===== config.mk =====
export PLATFORM = sky130hd
export DESIGN_NAME = sram_like_bridge
export DESIGN_NICKNAME = d
export VERILOG_FILES = /design/src/rtl/bridge_pkg.sv /design/src/rtl/vaddr_xlate.sv /design/src/rtl/sram_like_bridge.sv
export SDC_FILE = /design/constraint.sdc
export NUM_CORES = 1
export LEC_CHECK = 0
export ABC_AREA = 1
export CORE_MARGIN = 2
export CORE_UTILIZATION = 40
export CTS_BUF_LIST = sky130_fd_sc_hd__clkbuf_16
export DETAILED_ROUTE_END_ITERATION = 10
export PLACE_DENSITY_LB_ADDON = 0.25
export RECOVER_POWER = 50
export SLEW_MARGIN = 10
export SYNTH_ARGS = -nofsm -noshare
export SYNTH_HDL_FRONTEND = slang
export SYNTH_SLANG_ARGS = --single-unit

===== constraint.sdc =====
create_clock -name clk -period 1.63 [get_ports clk]
set_input_delay 0.326 -clock clk [delete_from_list [all_inputs] [get_ports clk]]
set_output_delay 0.326 -clock clk [all_outputs]
set_load 0.1 [all_outputs]

===== src/rtl/bridge_pkg.sv =====
// Shared types and helpers for the SRAM-like bus bridge.
// Also used by the MMU through vaddr_xlate.
package bridge_pkg;

   typedef enum logic [1:0] {
      S_IDLE,
      S_ADDR,
      S_DATA,
      S_DONE
   } state_e;

   localparam logic [1:0] SIZE_BYTE = 2'd0;
   localparam logic [1:0] SIZE_HALF = 2'd1;
   localparam logic [1:0] SIZE_WORD = 2'd2;

   localparam logic [2:0] KSEG0 = 3'b100;
   localparam logic [2:0] KSEG1 = 3'b101;

   // Returns {size, addr[1:0]}; reads keep the CPU's low address bits.
   function automatic logic [3:0] wen_decode(
      input logic [3:0] wen,
      input logic [1:0] alo
   );
      logic [3:0] r;
      r = {SIZE_WORD, 2'b00};
      case (wen)
         4'b0000: r = {SIZE_WORD, alo};
         4'b1111: r = {SIZE_WORD, 2'b00};
         4'b0011: r = {SIZE_HALF, 2'b00};
         4'b1100: r = {SIZE_HALF, 2'b10};
         4'b0001: r = {SIZE_BYTE, 2'b00};
         4'b0010: r = {SIZE_BYTE, 2'b01};
         4'b0100: r = {SIZE_BYTE, 2'b10};
         4'b1000: r = {SIZE_BYTE, 2'b11};
         default: r = {SIZE_WORD, 2'b00};
      endcase
      return r;
   endfunction

endpackage


===== src/rtl/vaddr_xlate.sv =====
// Fixed kseg0/kseg1 virtual-to-physical mapping.
// Purely combinational.
module vaddr_xlate
   import bridge_pkg::*;
#(
   parameter int ADDR_W    = 32,
   parameter int TRANSLATE = 1
) (
   input  logic [ADDR_W-1:0] vaddr_i,
   output logic [ADDR_W-1:0] paddr_o,
   output logic              no_cache_o
);

   logic [2:0] seg;

   always_comb begin
      seg        = vaddr_i[ADDR_W-1 -: 3];
      paddr_o    = vaddr_i;
      no_cache_o = 1'b0;
      if (TRANSLATE != 0) begin
         if (seg == KSEG0 || seg == KSEG1) begin
            paddr_o = {3'b000, vaddr_i[ADDR_W-4:0]};
         end
         no_cache_o = (seg == KSEG1);
      end
   end

endmodule


===== src/rtl/sram_like_bridge.sv =====
// Pipeline SRAM port to split-handshake SRAM-like bus adapter.
// Registers every bus output and holds read data across stalls.
module sram_like_bridge
   import bridge_pkg::*;
#(
   parameter int DATA_W    = 32,
   parameter int ADDR_W    = 32,
   parameter int TRANSLATE = 1
) (
   input  logic                clk,
   input  logic                resetn,
   input  logic                cpu_en,
   input  logic [DATA_W/8-1:0] cpu_wen,
   input  logic [ADDR_W-1:0]   cpu_addr,
   input  logic [DATA_W-1:0]   cpu_wdata,
   output logic [DATA_W-1:0]   cpu_rdata,
   output logic                cpu_stall,
   input  logic                pipe_stall,
   output logic                req,
   output logic                wr,
   output logic [1:0]          size,
   output logic [ADDR_W-1:0]   addr,
   output logic [DATA_W-1:0]   wdata,
   output logic                no_cache,
   input  logic                addr_ok,
   input  logic                data_ok,
   input  logic [DATA_W-1:0]   rdata
);

   state_e              state_q, state_d;
   logic                req_q, req_d;
   logic                wr_q, wr_d;
   logic [1:0]          size_q, size_d;
   logic [ADDR_W-1:0]   addr_q, addr_d;
   logic [DATA_W-1:0]   wdata_q, wdata_d;
   logic                nc_q, nc_d;
   logic [DATA_W-1:0]   rdata_q, rdata_d;

   logic [ADDR_W-1:0]   pa;
   logic                pa_nc;
   logic [3:0]          dec;

   vaddr_xlate #(
      .ADDR_W    (ADDR_W),
      .TRANSLATE (TRANSLATE)
   ) u_xlate (
      .vaddr_i    (cpu_addr),
      .paddr_o    (pa),
      .no_cache_o (pa_nc)
   );

   assign dec = wen_decode(cpu_wen[3:0], cpu_addr[1:0]);

   always_comb begin
      state_d = state_q;
      req_d   = req_q;
      wr_d    = wr_q;
      size_d  = size_q;
      addr_d  = addr_q;
      wdata_d = wdata_q;
      nc_d    = nc_q;
      rdata_d = rdata_q;
      unique case (state_q)
         S_IDLE: begin
            if (cpu_en) begin
               state_d     = S_ADDR;
               req_d       = 1'b1;
               wr_d        = |cpu_wen;
               size_d      = dec[3:2];
               addr_d      = pa;
               addr_d[1:0] = dec[1:0];
               wdata_d     = cpu_wdata;
               nc_d        = pa_nc;
            end
         end
         S_ADDR: begin
            // data_ok before the address handshake is a protocol error
            if (addr_ok) begin
               req_d = 1'b0;
               if (data_ok) begin
                  state_d = S_DONE;
                  if (!wr_q) rdata_d = rdata;
               end else begin
                  state_d = S_DATA;
               end
            end
         end
         S_DATA: begin
            if (data_ok) begin
               state_d = S_DONE;
               if (!wr_q) rdata_d = rdata;
            end
         end
         S_DONE: begin
            if (!pipe_stall) state_d = S_IDLE;
         end
         default: state_d = S_IDLE;
      endcase
   end

   always_ff @(posedge clk or negedge resetn) begin
      if (!resetn) begin
         state_q <= S_IDLE;
         req_q   <= 1'b0;
         wr_q    <= 1'b0;
         size_q  <= 2'd0;
         addr_q  <= '0;
         wdata_q <= '0;
         nc_q    <= 1'b0;
         rdata_q <= '0;
      end else begin
         state_q <= state_d;
         req_q   <= req_d;
         wr_q    <= wr_d;
         size_q  <= size_d;
         addr_q  <= addr_d;
         wdata_q <= wdata_d;
         nc_q    <= nc_d;
         rdata_q <= rdata_d;
      end
   end

   assign cpu_stall = cpu_en & (state_q != S_DONE);
   assign cpu_rdata = rdata_q;
   assign req       = req_q;
   assign wr        = wr_q;
   assign size      = size_q;
   assign addr      = addr_q;
   assign wdata     = wdata_q;
   assign no_cache  = nc_q;

endmodule


==> out/results.ini, run 1 <==
[yosys]
synth_simple_gate_area_frac=0.242
synth_area_um2=4220
synth_adder_area_share=0.0148
ys_ff_latch=103
synth_compound_area_frac=0.0551
synth_mux_area_frac=0
ys_types=20
ys_warn_count=0
avgSynthCellArea_um2=8.89
synth_top_family_by_area=simple AND/OR/NAND/NOR gates
ys_seq_area_frac=0.610
synth_xor_area_frac=0
netlist_instances=475
synthesis.nets=586

[floorplanning]
pin_count=208
die-width_um=107
coreArea_um2=10300
die_h_um=107
start_util=0.411
std_cell_rows=37
dieArea_um2=11400

[sta]
slew_headroom=0.489
hold_viol_final=0
grt_setup_unrepaired=yes
period_share=0.982
finalCriticalPeriod_ps=1600
skew_ps=6.96
fmax_ghz=0.625
maxSlewViolCount=0
setup_viol=0
max_slew.worst_pin.slew_ps=767

[worst_setup_path]
cp_data_arrival_time_ps=1280
end_kind=output pin
startpoint_type=flip-flop
required_ps=1300
crit_type=flip-flop to output pin
worstPathMaxFanout=4

[cts]
cts_sinks=103
cts_tree=done
root_buffer=clkbuf_16
clockBufferDepth=2
clock_latency_ps=340
htree_levels=3
clk_pin_slew_ps=70
cts_buffers=9

[global_route]
grt_pass1_wl_um=19300
antenna_found_initial=0
grt_overflow=0
grt.total_usage=0.215
grt_max_degree=65
first_global_vias=3995

[route]
routed_wl_um=13100
vias_per_cell=4.69
detail_route.wl_per_cell_um=15.8
vias=3891
drc=0
detail-route-antenna-nets=0
drtPass1Iterations=4
drt_iter0_drc=204

[final_layout]
layout.nets=800
layout.cells.non_filler=830
antennaDiodeCount=0
drive_above_1_share=0.220
fin_area_um2=7160
syn_to_final_growth_pct=69.5

[run]
max_cap_viol_count=0

[placed_design]
port_buffers=207
placed_cell_area_um2=7440
place_inst=805
place_congestion=0.851
dp_hpwl_um=9050

[min_path]
min_path_type=flip-flop to flip-flop

[run_status]
status=completed

cell usage in the layout (no fill, tap or decap), types with 2 or more instances in the layout:
cell	n
inv_1	43
clkinvlp_4	3
clkdlybuf4s50_1	104
nand3_1	5
ha_1	2
o21ai_2	10
clkinv_4	2
nor2_1	10
clkbuf_2	19
nand2_1	241
ha_4	2
buf_6	4
clkinv_2	2
dfrtp_1	103
buf_2	31
o21ai_1	23
buf_12	56
clkbuf_16	12
buf_4	3
o21ai_0	6
cells in the mapped netlist (all sizes together):
cell type / count / area [um2]
o21ai: 39 / 233
inv: 44 / 165
nor2: 12 / 47.6
nand3b: 1 / 7.51
dfrtp: 103 / 2580
ha: 5 / 62.6
nand2: 243 / 915
nor3: 1 / 5.00
clkbuf: 5 / 18.8
nand4: 1 / 6.26
buf: 15 / 143
nand3: 6 / 42.5
what timing repair did:
item / 4_1_cts / 5_1_grt
gates cloned: 0 / 6
buffers inserted: 2 / 0
endpoints found under the hold margin: 28 / 0
hold buffers: 1 / 0
setup endpoints to repair: 21 / 61
resized for setup: 2 / 11
pin swaps: 0 / 2
registers in the layout, summed over array words and instances, names as in the netlist:
register / flops
addr: 32
cpu_rdata: 32
wdata: 32
size: 2
state_q: 2
no_cache: 1
req: 1
wr: 1
layout make-up:
cell class | instances | area (um2)
clock buffers | 9 | 225
clock inverters | 7 | 50.0
fillers | 799 | 3120
inverters | 44 | 168
multi-input cells | 308 | 1360
flip-flops and latches | 103 | 2580
well taps | 136 | 170
repair buffers | 223 | 2610
logic make-up (layout without fill, tap and decap cells):
| group | after synthesis | in the layout |
|---|---|---|
| buf+inv | 64 | 283 |
| fa+ha+maj | 5 | 5 |
| simple gates | 264 | 264 |
| flops | 103 | 103 |
| compound gates | 39 | 39 |
layer usage:
metal / GRT usage / routed length [um] / share of wire / up-vias
li1: - / - / - / 1864
met3: 0.0444 / 695 / 0.053 / 35
met5: 0 / 0 / 0 / -
met4: 0.107 / 489 / 0.037 / 0
met2: 0.385 / 6870 / 0.53 / 147
met1: 0.244 / 5010 / 0.38 / 1845
per-stage QoR:
step / setup WS (ps) / TNS (ps) / util / hold slack, ps
4_1_cts: 11.5 / 0 / 0.754 / 475
3_5_place_dp: -67.5 / -330 / 0.724 / 289
5_1_grt: -25.4 / -107 / 0.697 / 504
6_report: 28.9 / 0 / 0.697 / 474
2_1_floorplan: 32.7 / 0 / - / 30.4
3_3_place_gp: -36.7 / -36.7 / 0.724 / 285
critical path, stage by stage (launching register included):
cell	delay (ps)
dfrtp_1	430
ha_2	230
nor2_4	100
buf_12	180
worst paths after layout:
kind                                             start                   endpoint  slack [ps]  depth (start not counted)
max in group asynchronous                       resetn  cpu_rdata[27]$_DFFE_PN0P_         220                          3
worst max-delay path            state_q[0]$_DFFE_PN0P_                  cpu_stall          30                          3
min in group asynchronous                       resetn       wdata[0]$_DFFE_PN0P_         600                          2
worst max register to register  state_q[0]$_DFFE_PN0P_  cpu_rdata[15]$_DFFE_PN0P_          40                          6
worst min register to register    addr[26]$_DFFE_PN0P_       addr[26]$_DFFE_PN0P_         470                          2
worst min-delay path              addr[26]$_DFFE_PN0P_       addr[26]$_DFFE_PN0P_         470                          2
Power of run 1 is not shown: default switching activity piles up to over one toggle a cycle in this logic, so the estimate is an artifact.
==> inputs of run 2 (changes only) <==
--- a/config.mk
+++ b/config.mk
@@ -6,7 +6,7 @@
 export NUM_CORES = 1
 export LEC_CHECK = 0
 export ABC_AREA = 1
-export CORE_MARGIN = 2
+export CORE_MARGIN = 3
 export CORE_UTILIZATION = 40
 export CTS_BUF_LIST = sky130_fd_sc_hd__clkbuf_16
 export DETAILED_ROUTE_END_ITERATION = 10
==> out/results.ini, run 2 (synthesis results as in run 1) <==
[run_status]
status=completed

[sta]
slew_headroom=0.0748  ; -0.414
finalSetupTns_ps=0  ; unchanged
fmax_ghz=0.622  ; -0.47%
hold_viol_final=0  ; unchanged
finalCriticalPeriod_ps=1610  ; +7.48 ps
setup_viol=0  ; unchanged
period_share=0.987  ; +0.00459
grt_setup_unrepaired=yes
max_slew.worst_pin.slew_ps=1390  ; +621 ps
skew_ps=5.46  ; -1.50 ps
maxSlewViolCount=0  ; unchanged

[final_layout]
drive_above_1_share=0.204  ; -0.0164
layout.cells.non_filler=819  ; -1.3%
layout_commonest_cell=nand2_1
syn_to_final_growth_pct=64.5
layout.nets=794  ; -0.75%
antennaDiodeCount=0  ; unchanged
final_cell_mix=241 x nand2_1, 104 x clkdlybuf4s50_1, 103 x dfrtp_1

[cts]
clock_latency_ps=340  ; about the same
cts_buffers=9  ; unchanged
clockBufferDepth=2  ; unchanged
root_buffer=clkbuf_16
hold_buffers=0  ; -1
cts_sinks=103  ; unchanged
clk_pin_slew_ps=60  ; about the same
htree_levels=3  ; unchanged
cts_tree=done

[run]
max_cap_viol_count=0  ; unchanged

[floorplanning]
pin_count=208  ; unchanged
coreArea_um2=10000  ; -2.7%
die_h_um=109  ; +1.9%
die-width_um=109  ; +1.9%
dieArea_um2=11800  ; +3.8%
std_cell_rows=36  ; -2.7%
start_util=0.422  ; +0.0114

[worst_setup_path]
r2r-start=state_q[0]$_DFFE_PN0P_
startpoint_type=flip-flop
slowest_delay_ps=420  ; about the same
cp_cell_sequence=ha_2 > nor2_4 > buf_12
crit_slowest_cell=dfrtp_1
end_kind=output pin
r2r-end=cpu_rdata[18]$_DFFE_PN0P_
required_ps=1300  ; about the same
cp_data_arrival_time_ps=1280  ; about the same
r2r_cells=7  ; +1
reg2reg_setup_slack_ps=100  ; +60 ps
startpoint=state_q[0]$_DFFE_PN0P_
crit_type=flip-flop to output pin
worstPathMaxFanout=5  ; +1

[placed_design]
dp_hpwl_um=9350  ; +3.4%
port_buffers=207  ; unchanged
place_congestion=0.765  ; -10%
place_inst=802  ; -0.37%

[min_path]
min_path_type=input pin to asynchronous set/reset pin

[route]
detail_route.wl_per_cell_um=15.3  ; -3.1%
drtPass1Iterations=4  ; unchanged
detail-route-antenna-nets=0  ; unchanged
vias=3779  ; -2.9%
vias_per_cell=4.61  ; -1.6%
routed_wl_um=12500  ; -4.4%
drc=0  ; unchanged
drt_iter0_drc=209  ; +2.5%

[global_route]
grt_max_degree=104  ; +60%
grt_pass1_wl_um=19500  ; +0.75%
grt.total_usage=0.215  ; -0.000813
antenna_found_initial=0  ; unchanged
grt_overflow=0  ; unchanged
first_global_vias=3996  ; +0.025%

run 2: cell types whose count changed in the layout (fill, tap and decap cells not counted), moves of 2 or more:
| cell | before | now |
|---|---|---|
| clkinvlp_4 | 3 | 0 |
| clkbuf_2 | 19 | 1 |
| buf_2 | 31 | 49 |
| ha_4 | 2 | 0 |
| buf_6 | 4 | 1 |
| clkinv_4 | 2 | 0 |
| clkinv_2 | 2 | 0 |
| clkbuf_16 | 12 | 10 |
| clkinv_1 | 0 | 4 |
| buf_12 | 56 | 54 |
| buf_4 | 3 | 5 |
| clkbuf_4 | 0 | 2 |
run 2: timing repair:
| action | CTS | global route |
|---|---|---|
| endpoints found under the setup margin | 1 | 40 |
| setup buffers | 2 | 0 |
| gates cloned | 0 | 1 |
| resized for setup | 1 | 3 |
| pin swaps | 0 | 1 |
run 2: metal layers:
layer,GRT usage,wire [um],vias to the layer above
li1,-,-,1846
met1,0.227,4470,1788
met2,0.384,6790,117
met3,0.0752,846,28
met4,0.0947,389,0
met5,0,0,-
run 2: stage by stage:
step	setup WS (ps)	hold WS (ps)	utilization	area, um2
CTS	2.26	73.4	0.768	7680
floorplan	32.7	30.4	-	4230
global placement	74.9	434	0.742	7420
global route	-34.6	491	0.695	6950
finish	21.5	419	0.695	6950
detailed placement	36.6	435	0.742	7420
run 2: cell type report:
cell class                 instances  area (um2)
inverter                          44         165
fill                             755        3050
sequential                       103        2580
tap                              133         166
clock buffer                       9         225
timing repair buffer             217        2460
clock inverter                     5        18.8
multi-input combinational        308        1330
run 2: critical path, delay by kind of cell (launching register included):
family / cells / cell delay, ps
and+or+nand+nor: 1 / 130
adders and majority gates: 1 / 220
buffers and inverters: 1 / 180
DFF: 1 / 420
run 2: how the worst max path moves through the flow:
| stage | end | slack (ps) |
|---|---|---|
| 2_1_floorplan | cpu_rdata[21]$_DFFE_PN0P_ | 30 |
| 3_3_place_gp | size[0]$_DFFE_PN0P_ | 70 |
| 3_5_place_dp | size[0]$_DFFE_PN0P_ | 40 |
| 4_1_cts | cpu_stall | 2 |
| 5_1_grt | cpu_stall | -30 |
| 6_report | cpu_stall | 20 |
Power of run 2 is left out for the same reason.
==> inputs of run 3 (changes only) <==
--- a/config.mk
+++ b/config.mk
@@ -10,8 +10,10 @@
 export CORE_UTILIZATION = 40
 export CTS_BUF_LIST = sky130_fd_sc_hd__clkbuf_16
 export DETAILED_ROUTE_END_ITERATION = 10
+export GPL_TIMING_DRIVEN = 0
 export PLACE_DENSITY_LB_ADDON = 0.25
 export RECOVER_POWER = 50
+export SETUP_SLACK_MARGIN = 0.4
 export SLEW_MARGIN = 10
 export SYNTH_ARGS = -nofsm -noshare
 export SYNTH_HDL_FRONTEND = slang
==> out/results.ini, run 3 (synthesis results as in run 1) <==
[floorplanning]
std_cell_rows=36  ; unchanged
dieArea_um2=11800  ; unchanged
coreArea_um2=10000  ; unchanged
die-width_um=109  ; unchanged
start_util=0.422  ; unchanged
pin_count=208  ; unchanged
die_h_um=109  ; unchanged

[min_path]
min_path_type=flip-flop to flip-flop
hold_start=wdata[7]$_DFFE_PN0P_
whs_path_depth=2

[cts]
cts_sinks=103  ; unchanged
clock_latency_ps=340  ; about the same
clk_pin_slew_ps=70  ; about the same
cts_tree=done
cts_buffers=9  ; unchanged
clockBufferDepth=2  ; unchanged
htree_levels=3  ; unchanged
root_buffer=clkbuf_16

[placed_design]
placed_cell_area_um2=6530  ; -12%
post-place-ws_ps=-840  ; -876 ps
port_buffers=207  ; unchanged
place_inst=816  ; +1.7%
place_congestion=0.782  ; +2.2%
dp_hpwl_um=9200  ; -1.6%

[run_status]
status=completed

[global_route]
top_usage_layer=met2
gr-usage-met1=0.263  ; +0.0360
grt_overflow=0  ; unchanged
antenna_found_initial=0  ; unchanged
first_global_vias=4371  ; +9.4%
grt.total_usage=0.240  ; +0.0256
globalRouteMet2Util=0.427  ; +0.0428
grt_max_degree=78  ; -25%
use_met3=0.0628  ; -0.0124
grt_pass1_wl_um=21900  ; +13%

[final_layout]
layout.cells.non_filler=857  ; +4.6%
syn_to_final_growth_pct=75.0
layout_commonest_cell=nand2_1
layout.nets=830  ; +4.5%
fin_area_um2=7390  ; +6.3%
antennaDiodeCount=0  ; unchanged
final_cell_mix=238 x nand2_1, 103 x clkdlybuf4s50_1, 102 x dfrtp_1
drive_above_1_share=0.257  ; +0.0528

[sta]
slew_headroom=0.484  ; +0.410
final.setup.worst_slack_ps=42.9  ; +21.4 ps
grt_setup_unrepaired=yes
period_share=0.974  ; -0.0131
maxSlewViolCount=0  ; unchanged
max_slew.worst_pin.slew_ps=773  ; -614 ps
hold_ws_ps=477  ; +58.4 ps
hold_viol_final=0  ; unchanged
setup_viol=0  ; unchanged
fmax_ghz=0.630  ; +1.4%
skew_ps=6.77  ; +1.32 ps
finalCriticalPeriod_ps=1590  ; -21.4 ps

[worst_setup_path]
crit_type=flip-flop to output pin
worstPathMaxFanout=4  ; -1
end_kind=output pin
cp_data_arrival_time_ps=1260  ; -20 ps
r2r_cells=6  ; -1
r2r-start=state_q[0]$_DFFE_PN0P_
startpoint=state_q[0]$_DFFE_PN0P_
startpoint_type=flip-flop
required_ps=1300  ; about the same

[run]
max_cap_viol_count=0  ; unchanged

[route]
detail-route-antenna-nets=0  ; unchanged
vias=4101  ; +8.5%
vias_per_cell=4.79  ; +3.7%
detail_route.wl_per_cell_um=17.0  ; +11%
drt_iter0_drc=179  ; -14%
drtPass1Iterations=4  ; unchanged
routed_wl_um=14600  ; +17%
drc=0  ; unchanged

==> run 3: final cells by class <==
class	count	area (um2)
Clock buffer	9	225
Tap cell	133	166
Inverter	44	168
Multi-Input combinational cell	309	1390
Clock inverter	7	80.1
Buffer	20	219
Fill cell	676	2610
Timing Repair Buffer	232	2560
Sequential cell	103	2580
==> run 3: worst max-delay path, cell delays in order (launching register included) <==
cell and delay [ps]:
dfrtp_1 420, ha_2 220, nor2_4 100, buf_12 180
==> run 3: final timing paths <==
| kind | to | slack, ps |
|---|---|---|
| worst max-delay path | cpu_stall | 40 |
| worst min-delay path | wdata[7]$_DFFE_PN0P_ | 480 |
| worst max register to register | cpu_rdata[8]$_DFFE_PN0P_ | 50 |
| worst min register to register | wdata[7]$_DFFE_PN0P_ | 480 |
| max in group asynchronous | addr[26]$_DFFE_PN0P_ | 160 |
| min in group asynchronous | cpu_rdata[10]$_DFFE_PN0P_ | 620 |
==> run 3: stage by stage <==
stage | setup TNS, ps | util
2_1_floorplan | 0 | -
3_3_place_gp | -392740 | 0.650
3_5_place_dp | -18290 | 0.653
4_1_cts | 0 | 0.798
5_1_grt | -20.5 | 0.739
6_report | 0 | 0.739
==> run 3: metal layers <==
metal | share of wire | vias up | wire [um]
met1 | 0.35 | 1976 | 5150
met5 | 0 | - | 0
met3 | 0.067 | 46 | 976
met4 | 0.043 | 0 | 626
li1 | - | 1923 | -
met2 | 0.54 | 156 | 7820
==> run 3: what timing repair did <==
item	in CTS	in global routing
buffers inserted	17	4
pin swaps	1	3
cloned	0	3
hold buffers	1	0
gates resized for setup	917	36
endpoints found under the hold margin	26	0
endpoints found under the setup margin	205	205
Power of run 3 is left out for the same reason.
